[src/rtl/stream_check_sink.sv]
// stream_check_sink
//
// Terminating sink for sop/eop framed valid/ready streams. It throttles its
// ready output with a rotating pattern, checks every accepted beat for
// framing, packet length and a fixed data increment, counts beats and
// packets, and keeps sticky error flags.
//
// Ports
//   clk           rising-edge clock
//   reset         asynchronous reset, active low
//   i_valid       upstream beat valid
//   o_ready       throttled ready (bit 0 of the rotate register)
//   i_data        beat data
//   i_sop/i_eop   start / end of packet markers
//   i_clr_err     synchronous clear of the sticky errors
//   o_pkt_count   completed packets (wraps)
//   o_beat_count  accepted beats (wraps)
//   o_last_len    length of the most recent completed packet (saturates at 255)
//   o_err         OR of o_err_code
//   o_err_code    sticky errors: [0] NOSOP, [1] SOP, [2] DATA, [3] LEN
//
// The length check assumes MAX_LEN < 255 so that the 8-bit length counter
// never saturates before an over-length packet has been detected.
module stream_check_sink #(
    parameter int                    WIDTH       = 16,
    parameter int                    RDY_PERIOD  = 3,
    parameter logic [RDY_PERIOD-1:0] RDY_PATTERN = 3'b001,
    parameter int                    STEP        = 1,
    parameter int                    MAX_LEN     = 16
) (
    input  logic             clk,
    input  logic             reset,
    input  logic             i_valid,
    output logic             o_ready,
    input  logic [WIDTH-1:0] i_data,
    input  logic             i_sop,
    input  logic             i_eop,
    input  logic             i_clr_err,
    output logic [15:0]      o_pkt_count,
    output logic [15:0]      o_beat_count,
    output logic [7:0]       o_last_len,
    output logic             o_err,
    output logic [3:0]       o_err_code
);

    typedef enum logic {
        S_IDLE,
        S_PKT
    } state_t;

    localparam logic [3:0] ERR_NOSOP = 4'b0001;
    localparam logic [3:0] ERR_SOP   = 4'b0010;
    localparam logic [3:0] ERR_DATA  = 4'b0100;
    localparam logic [3:0] ERR_LEN   = 4'b1000;

    state_t                state_q, state_d;
    logic [RDY_PERIOD-1:0] rdy_q, rdy_d;
    logic [RDY_PERIOD:0]   rdy_ext;
    logic [WIDTH-1:0]      prev_q, prev_d;
    logic [WIDTH-1:0]      exp_data;
    logic [7:0]            len_q, len_d;
    logic [15:0]           pkt_q, pkt_d;
    logic [15:0]           beat_q, beat_d;
    logic [7:0]            last_q, last_d;
    logic [3:0]            err_q, err_d;
    logic                  err_any_q, err_any_d;
    logic [3:0]            err_new;
    logic                  xfer;

    // Saturating beat-length increment.
    function automatic logic [7:0] len_inc(input logic [7:0] len);
        return (len == 8'hFF) ? len : len + 8'd1;
    endfunction

    // True when adding one more beat to a packet of length len breaks MAX_LEN.
    function automatic logic len_over(input logic [7:0] len);
        return int'(len) >= MAX_LEN;
    endfunction

    always_comb begin
        xfer      = i_valid && rdy_q[0];

        // Rotate right: bit 0 wraps to the MSB. Written as a shift of the
        // extended vector so it also holds for a one-bit pattern.
        rdy_ext   = {rdy_q[0], rdy_q} >> 1;
        rdy_d     = rdy_ext[RDY_PERIOD-1:0];

        state_d   = state_q;
        prev_d    = prev_q;
        len_d     = len_q;
        pkt_d     = pkt_q;
        beat_d    = beat_q;
        last_d    = last_q;
        err_new   = 4'b0000;
        exp_data  = prev_q + WIDTH'(STEP);

        if (xfer) begin
            beat_d = beat_q + 16'd1;
            if (i_sop) begin
                // A sop inside a packet abandons it; the beat then starts a
                // fresh packet exactly as it would from IDLE.
                if (state_q == S_PKT) begin
                    err_new = err_new | ERR_SOP;
                end
                prev_d = i_data;
                len_d  = 8'd1;
                if (i_eop) begin
                    pkt_d   = pkt_q + 16'd1;
                    last_d  = 8'd1;
                    state_d = S_IDLE;
                end else begin
                    state_d = S_PKT;
                end
            end else if (state_q == S_IDLE) begin
                // Orphan beat: counted as a beat but not checked.
                err_new = err_new | ERR_NOSOP;
            end else begin
                if (i_data != exp_data) begin
                    err_new = err_new | ERR_DATA;
                end
                if (len_over(len_q)) begin
                    err_new = err_new | ERR_LEN;
                end
                prev_d = i_data;
                len_d  = len_inc(len_q);
                if (i_eop) begin
                    pkt_d   = pkt_q + 16'd1;
                    last_d  = len_d;
                    state_d = S_IDLE;
                end
            end
        end

        // A clear and a new error in the same cycle leave the new bit set.
        err_d     = (i_clr_err ? 4'b0000 : err_q) | err_new;
        err_any_d = |err_d;
    end

    always_ff @(posedge clk or negedge reset) begin
        if (!reset) begin
            state_q   <= S_IDLE;
            rdy_q     <= RDY_PATTERN;
            len_q     <= 8'd0;
            pkt_q     <= 16'd0;
            beat_q    <= 16'd0;
            last_q    <= 8'd0;
            err_q     <= 4'b0000;
            err_any_q <= 1'b0;
        end else begin
            state_q   <= state_d;
            rdy_q     <= rdy_d;
            len_q     <= len_d;
            pkt_q     <= pkt_d;
            beat_q    <= beat_d;
            last_q    <= last_d;
            err_q     <= err_d;
            err_any_q <= err_any_d;
        end
    end

    // Previous-beat data is only meaningful inside a packet, and every packet
    // reloads it on its sop beat, so it needs no reset.
    always_ff @(posedge clk) begin
        prev_q <= prev_d;
    end

    assign o_ready      = rdy_q[0];
    assign o_pkt_count  = pkt_q;
    assign o_beat_count = beat_q;
    assign o_last_len   = last_q;
    assign o_err        = err_any_q;
    assign o_err_code   = err_q;

endmodule

[config.mk]
export PLATFORM = sky130hd
export DESIGN_NAME = stream_check_sink
export DESIGN_NICKNAME = d
export VERILOG_FILES = /design/src/rtl/stream_check_sink.sv
export SDC_FILE = /design/constraint.sdc
export NUM_CORES = 1
export LEC_CHECK = 0
export BUFFER_PORTS_ARGS = -buffer_cell sky130_fd_sc_hd__buf_2
export CORE_MARGIN = 3
export CORE_UTILIZATION = 40
export CTS_BUF_LIST = sky130_fd_sc_hd__clkbuf_2 sky130_fd_sc_hd__clkbuf_4 sky130_fd_sc_hd__clkbuf_8
export DETAILED_ROUTE_END_ITERATION = 6
export PLACE_DENSITY = 0.6
export SLEW_MARGIN = 10
export SYNTH_ARGS = -nofsm -noshare
export SYNTH_HDL_FRONTEND = slang
export SYNTH_SLANG_ARGS = --single-unit
[constraint.sdc]
create_clock -name clk -period 2.5 [get_ports clk]
set_clock_uncertainty 0.05 [all_clocks]
set_input_delay 0.375 -clock clk [delete_from_list [all_inputs] [get_ports clk]]
set_output_delay 0.375 -clock clk [all_outputs]
set_load 0.02 [all_outputs]
==> Word level (Yosys, flattened, before mapping) <==
Index checks and enable logic that the tools add are counted.
{ "word_totals": {"reg_bits": 73, "elab_cells": 44} }
{ "op_classes": {"n_addsub": 4, "n_lt_le_gt_ge": 1, "n_eq_ne": 2, "mux": 22, "bitwise": 1, "reduce_logical": 5} }
{ "ops": {"columns": ["op", "count"], "rows": [
  ["2-to-1 mux 16 bit", 5],
  ["2-to-1 mux 8 bit", 7],
  ["adder 16 x 1 -> 16 bit (second input constant)", 3],
  ["2-to-1 mux 4 bit", 5],
  ["!= test 16 bit", 1],
  ["adder 8 x 1 -> 8 bit (second input constant)", 1],
  ["== test 8 bit (second input constant)", 1],
  [">= comparator 8 x 5 -> 1 bit (second input constant)", 1],
  ["bitwise OR 4 bit", 1],
  ["OR reduction 4 bit", 1],
  ["2-to-1 mux 1 bit", 3],
  ["2-to-1 mux 3 bit", 1],
  ["AND reduction 3 bit", 1],
  ["2-to-1 mux 2 bit", 1],
  ["AND reduction 2 bit", 1],
  ["nonzero test 2 bit", 1],
  ["logical AND 1 bit", 1]
]} }

==> Depth between registers and ports, before layout <==
{ "depth": {"depth_word": 9, "depth_mapped": 9, "ltp_nobuf": 7} }

==> Worst setup path before layout <==
Ideal clock, no wire load.
{ "synth_timing": {"path_kind": "flip-flop to flip-flop", "startpoint": "register rdy_q[0]", "endpoint": "register beat_q[13], in the netlist o_beat_count[13]", "setup_ps": 129, "arrival_time_ps": 1771, "required_ps": 2321, "setup_slack_ps": 550, "path_stages_with_launch": 8, "n_path_buf": 1, "synth_period_minus_slack_ps": 1950, "path_cell_list": "dfstp_2 and2_1 buf_4 and3_1 nand3_1 nor3_1 nand3_1 xnor2_1"} }
{ "synth_via": {"elab_chain_len": 1} }
{ "synth_lines": {"columns": ["element", "line", "rtl"], "rows": [
  ["start, declared", "57", "logic [RDY_PERIOD-1:0] rdy_q, rdy_d;"],
  ["start signal, assigned", "151", "rdy_q <= rdy_d;"],
  ["logical AND 1 bit", "81", "xfer = i_valid && rdy_q[0];"],
  ["end signal, assigned", "154", "beat_q <= beat_d;"],
  ["end, declared", "63", "logic [15:0] beat_q, beat_d;"]
]} }
No other way between the ends.
A chain may end at the register's enable or synchronous reset.

==> Worst setup path after layout <==
{ "layout_timing": {"startpoint": "register rdy_q[0]", "endpoint": "register beat_q[15], in the netlist o_beat_count[15]"} }
The elaborated chain is that of the path after synthesis.

==> reports/metrics.csv <==
metric;value;unit
status;finished clean;
worstPathArrival;2300;ps
synth_warnings;0;
coreArea;8382;um^2
rsz0062_at_grt;false;
finalSetupViolCount;0;
max_freq;0.4724;GHz
drtIter0Drc;127;
synth_area_leaders;dfrtp_1, edfxtp_1, xnor2_1;
hp-class;in2async;
place_congestion;0.8416;
final_nets;420;
h-tree-depth;3;
hold_violations;0;
netlist_area;3516;um^2
fillCellCount;815;
initial_core_util;41.95;%
io-pin-count;68;
clk_pin_slew;80;ps
maxCapViolCount;0;
clock-sinks;73;
area_growth_syn_to_layout;18.97;%
first_global_vias;2535;
async_reset_ff_share;78.08;%
cts_root_buffer;clkbuf_8;
setup.worst_path.start;rdy_q[0];
cts_made_buffers;9;
dr_total_vias;2622;
fin_util;49.90;%
cts_max_path_buffers;2;
die_x;99.76;um
rrSetupSlack;380;ps
critical_path.startpoint_type;flip-flop;
grt.met2_usage;24.53;%
post-route-drc-count;0;
cts_resized;0;
die_area;9951;um^2
routedWlPerCell;14.69;um
synth_seq_area_share;54.27;%
fin_ws;383.0;ps
synthDistinctLibCells;48;
whs;109.4;ps
drtPass1Iterations;4;
worstSkewPairLatency;350;ps
grt_pass1_wl;12360;um
synth-edff-count;16;
synthFlopType;dfrtp_1;
synth.top_cell.area_share;39.86;%
postCtsHoldBufs;0;
io_buffer_count;67;
gr-total-overflow;0;
r2r-start;rdy_q[0];
ys_seq_elements;73;
cp.required;2690;ps
finalMaxSlewViolations;0;
power_density;538.3;nW/um^2
antenna_found_initial;0;
top_usage_layer;met2;
num_antenna_cells;0;
critical_path_peak_fanout;10;
slew_headroom;51.30;%
seq_area;1908;um^2
grt_use_met3;4.698;%
drive_gt1_share;25.13;%
p_leak;0.001983;uW
r2r_cells;6;
routed_via_density;5.213;
routed_wl;7388;um
rows;33;
tns;0;ps
timing.final.crit_share;84.68;%
grt_start_max_net_pins;58;
peakVddDrop;0.2409;mV
path_class;reg2reg;
synth_top_area_cell;dfrtp_1;
max_slew.worst_pin.slew;722.9;ps
netlist_instances;318;
pre_cts_ws;391.8;ps
met1_usage;21.11;%
end_kind;flip-flop;
ant_nets;0;
period_needed;2117;ps
syn_nets;345;
dp_hpwl;5397;um
reg2reg_to;o_beat_count[15];
syn-mean-instance-area;11.06;um^2
postCtsSetupRepairBufs;0;
multi_input_area;1530;um^2
grtUsageTotal;15.72;%
cts_tree;built;
die_h;99.76;um
-- cell families after synthesis --
family / count (synthesis) / synth area share (%)
AOI/OAI and AO/OA: 47 / 9.359
xor gates and xnor gates: 57 / 14.20
adders and majority gates: 5 / 1.779
buffers and inverters: 18 / 2.206
DFF: 73 / 54.27
muxes: 2 / 0.6405
and+or+nand+nor: 116 / 17.55
-- power by group --
group          internal, uW  switching [uW]
combinational          30.8            51.6
sequential             1220               0
clock                   497             456
total                  1740             508
-- Yosys cell counts (4+ instances only) --
| library cell | count |
|---|---|
| a21oi_1 | 12 |
| a22o_1 | 6 |
| a31oi_1 | 4 |
| and3_1 | 8 |
| clkbuf_1 | 5 |
| dfrtp_1 | 56 |
| edfxtp_1 | 16 |
| ha_1 | 5 |
| inv_1 | 9 |
| nand2_1 | 31 |
| nand3_1 | 17 |
| nand4_1 | 11 |
| nor2_1 | 19 |
| nor3_1 | 6 |
| nor3b_1 | 4 |
| o21ai_0 | 9 |
| xnor2_1 | 35 |
| xor2_1 | 22 |
-- stage by stage --
step | cell area [um^2] | std cells | total power, uW
floorplan | 3516 | 318 | 1275
global placement | 3984 | 487 | 1323
detailed placement | 3984 | 487 | 1324
CTS | 4183 | 503 | 2276
global route | 4183 | 503 | 2338
finish | 4183 | 503 | 2252
-- state kept, by name (all words and copies together), names as in the netlist --
name,count
state_q,1
prev_q,16
o_err,1
o_err_code,4
rdy_q,3
o_last_len,8
o_beat_count,16
o_pkt_count,16
len_q,8
-- critical path, cell delays in order, from the launching register on --
cell,delay [ps]
dfstp_2,570
and2_1,320
and3_1,250
nand3_1,130
nor3_1,380
nand3_1,150
xnor2_1,150
-- cells in the final DEF, fill, tap and decap left out, types with 10 or more instances in the layout --
cell type / netlist / routed
a21oi_1: 12 / 12
buf_2: 2 / 67
clkbuf_8: 0 / 10
dfrtp_1: 56 / 56
edfxtp_1: 16 / 16
nand2_1: 31 / 31
nand3_1: 17 / 17
nand4_1: 11 / 11
nor2_1: 19 / 19
xnor2_1: 35 / 35
xor2_1: 22 / 22
-- worst max path at each step --
stage                            end  slack, ps
floorplan           o_beat_count[13]        550
global placement    o_beat_count[15]        460
detailed placement  o_beat_count[15]        390
CTS                 o_beat_count[15]        370
global route        o_beat_count[15]        130
finish              o_beat_count[15]        380
-- cell type report --
cell class,instances,share of cell area (%)
Sequential cell,73,45.62
Multi-Input combinational cell,227,36.58
Timing Repair Buffer,73,9.094
Clock buffer,11,3.470
Tap cell,105,3.141
Clock inverter,5,1.286
Inverter,9,0.8077
-- routing by layer --
layer | wire [um] | up-vias
met5 | 0 | -
met4 | 77 | 0
met3 | 400 | 6
met2 | 3478 | 58
met1 | 3431 | 1277
li1 | - | 1281
No activity file was read; power rests on OpenSTA's default activity.
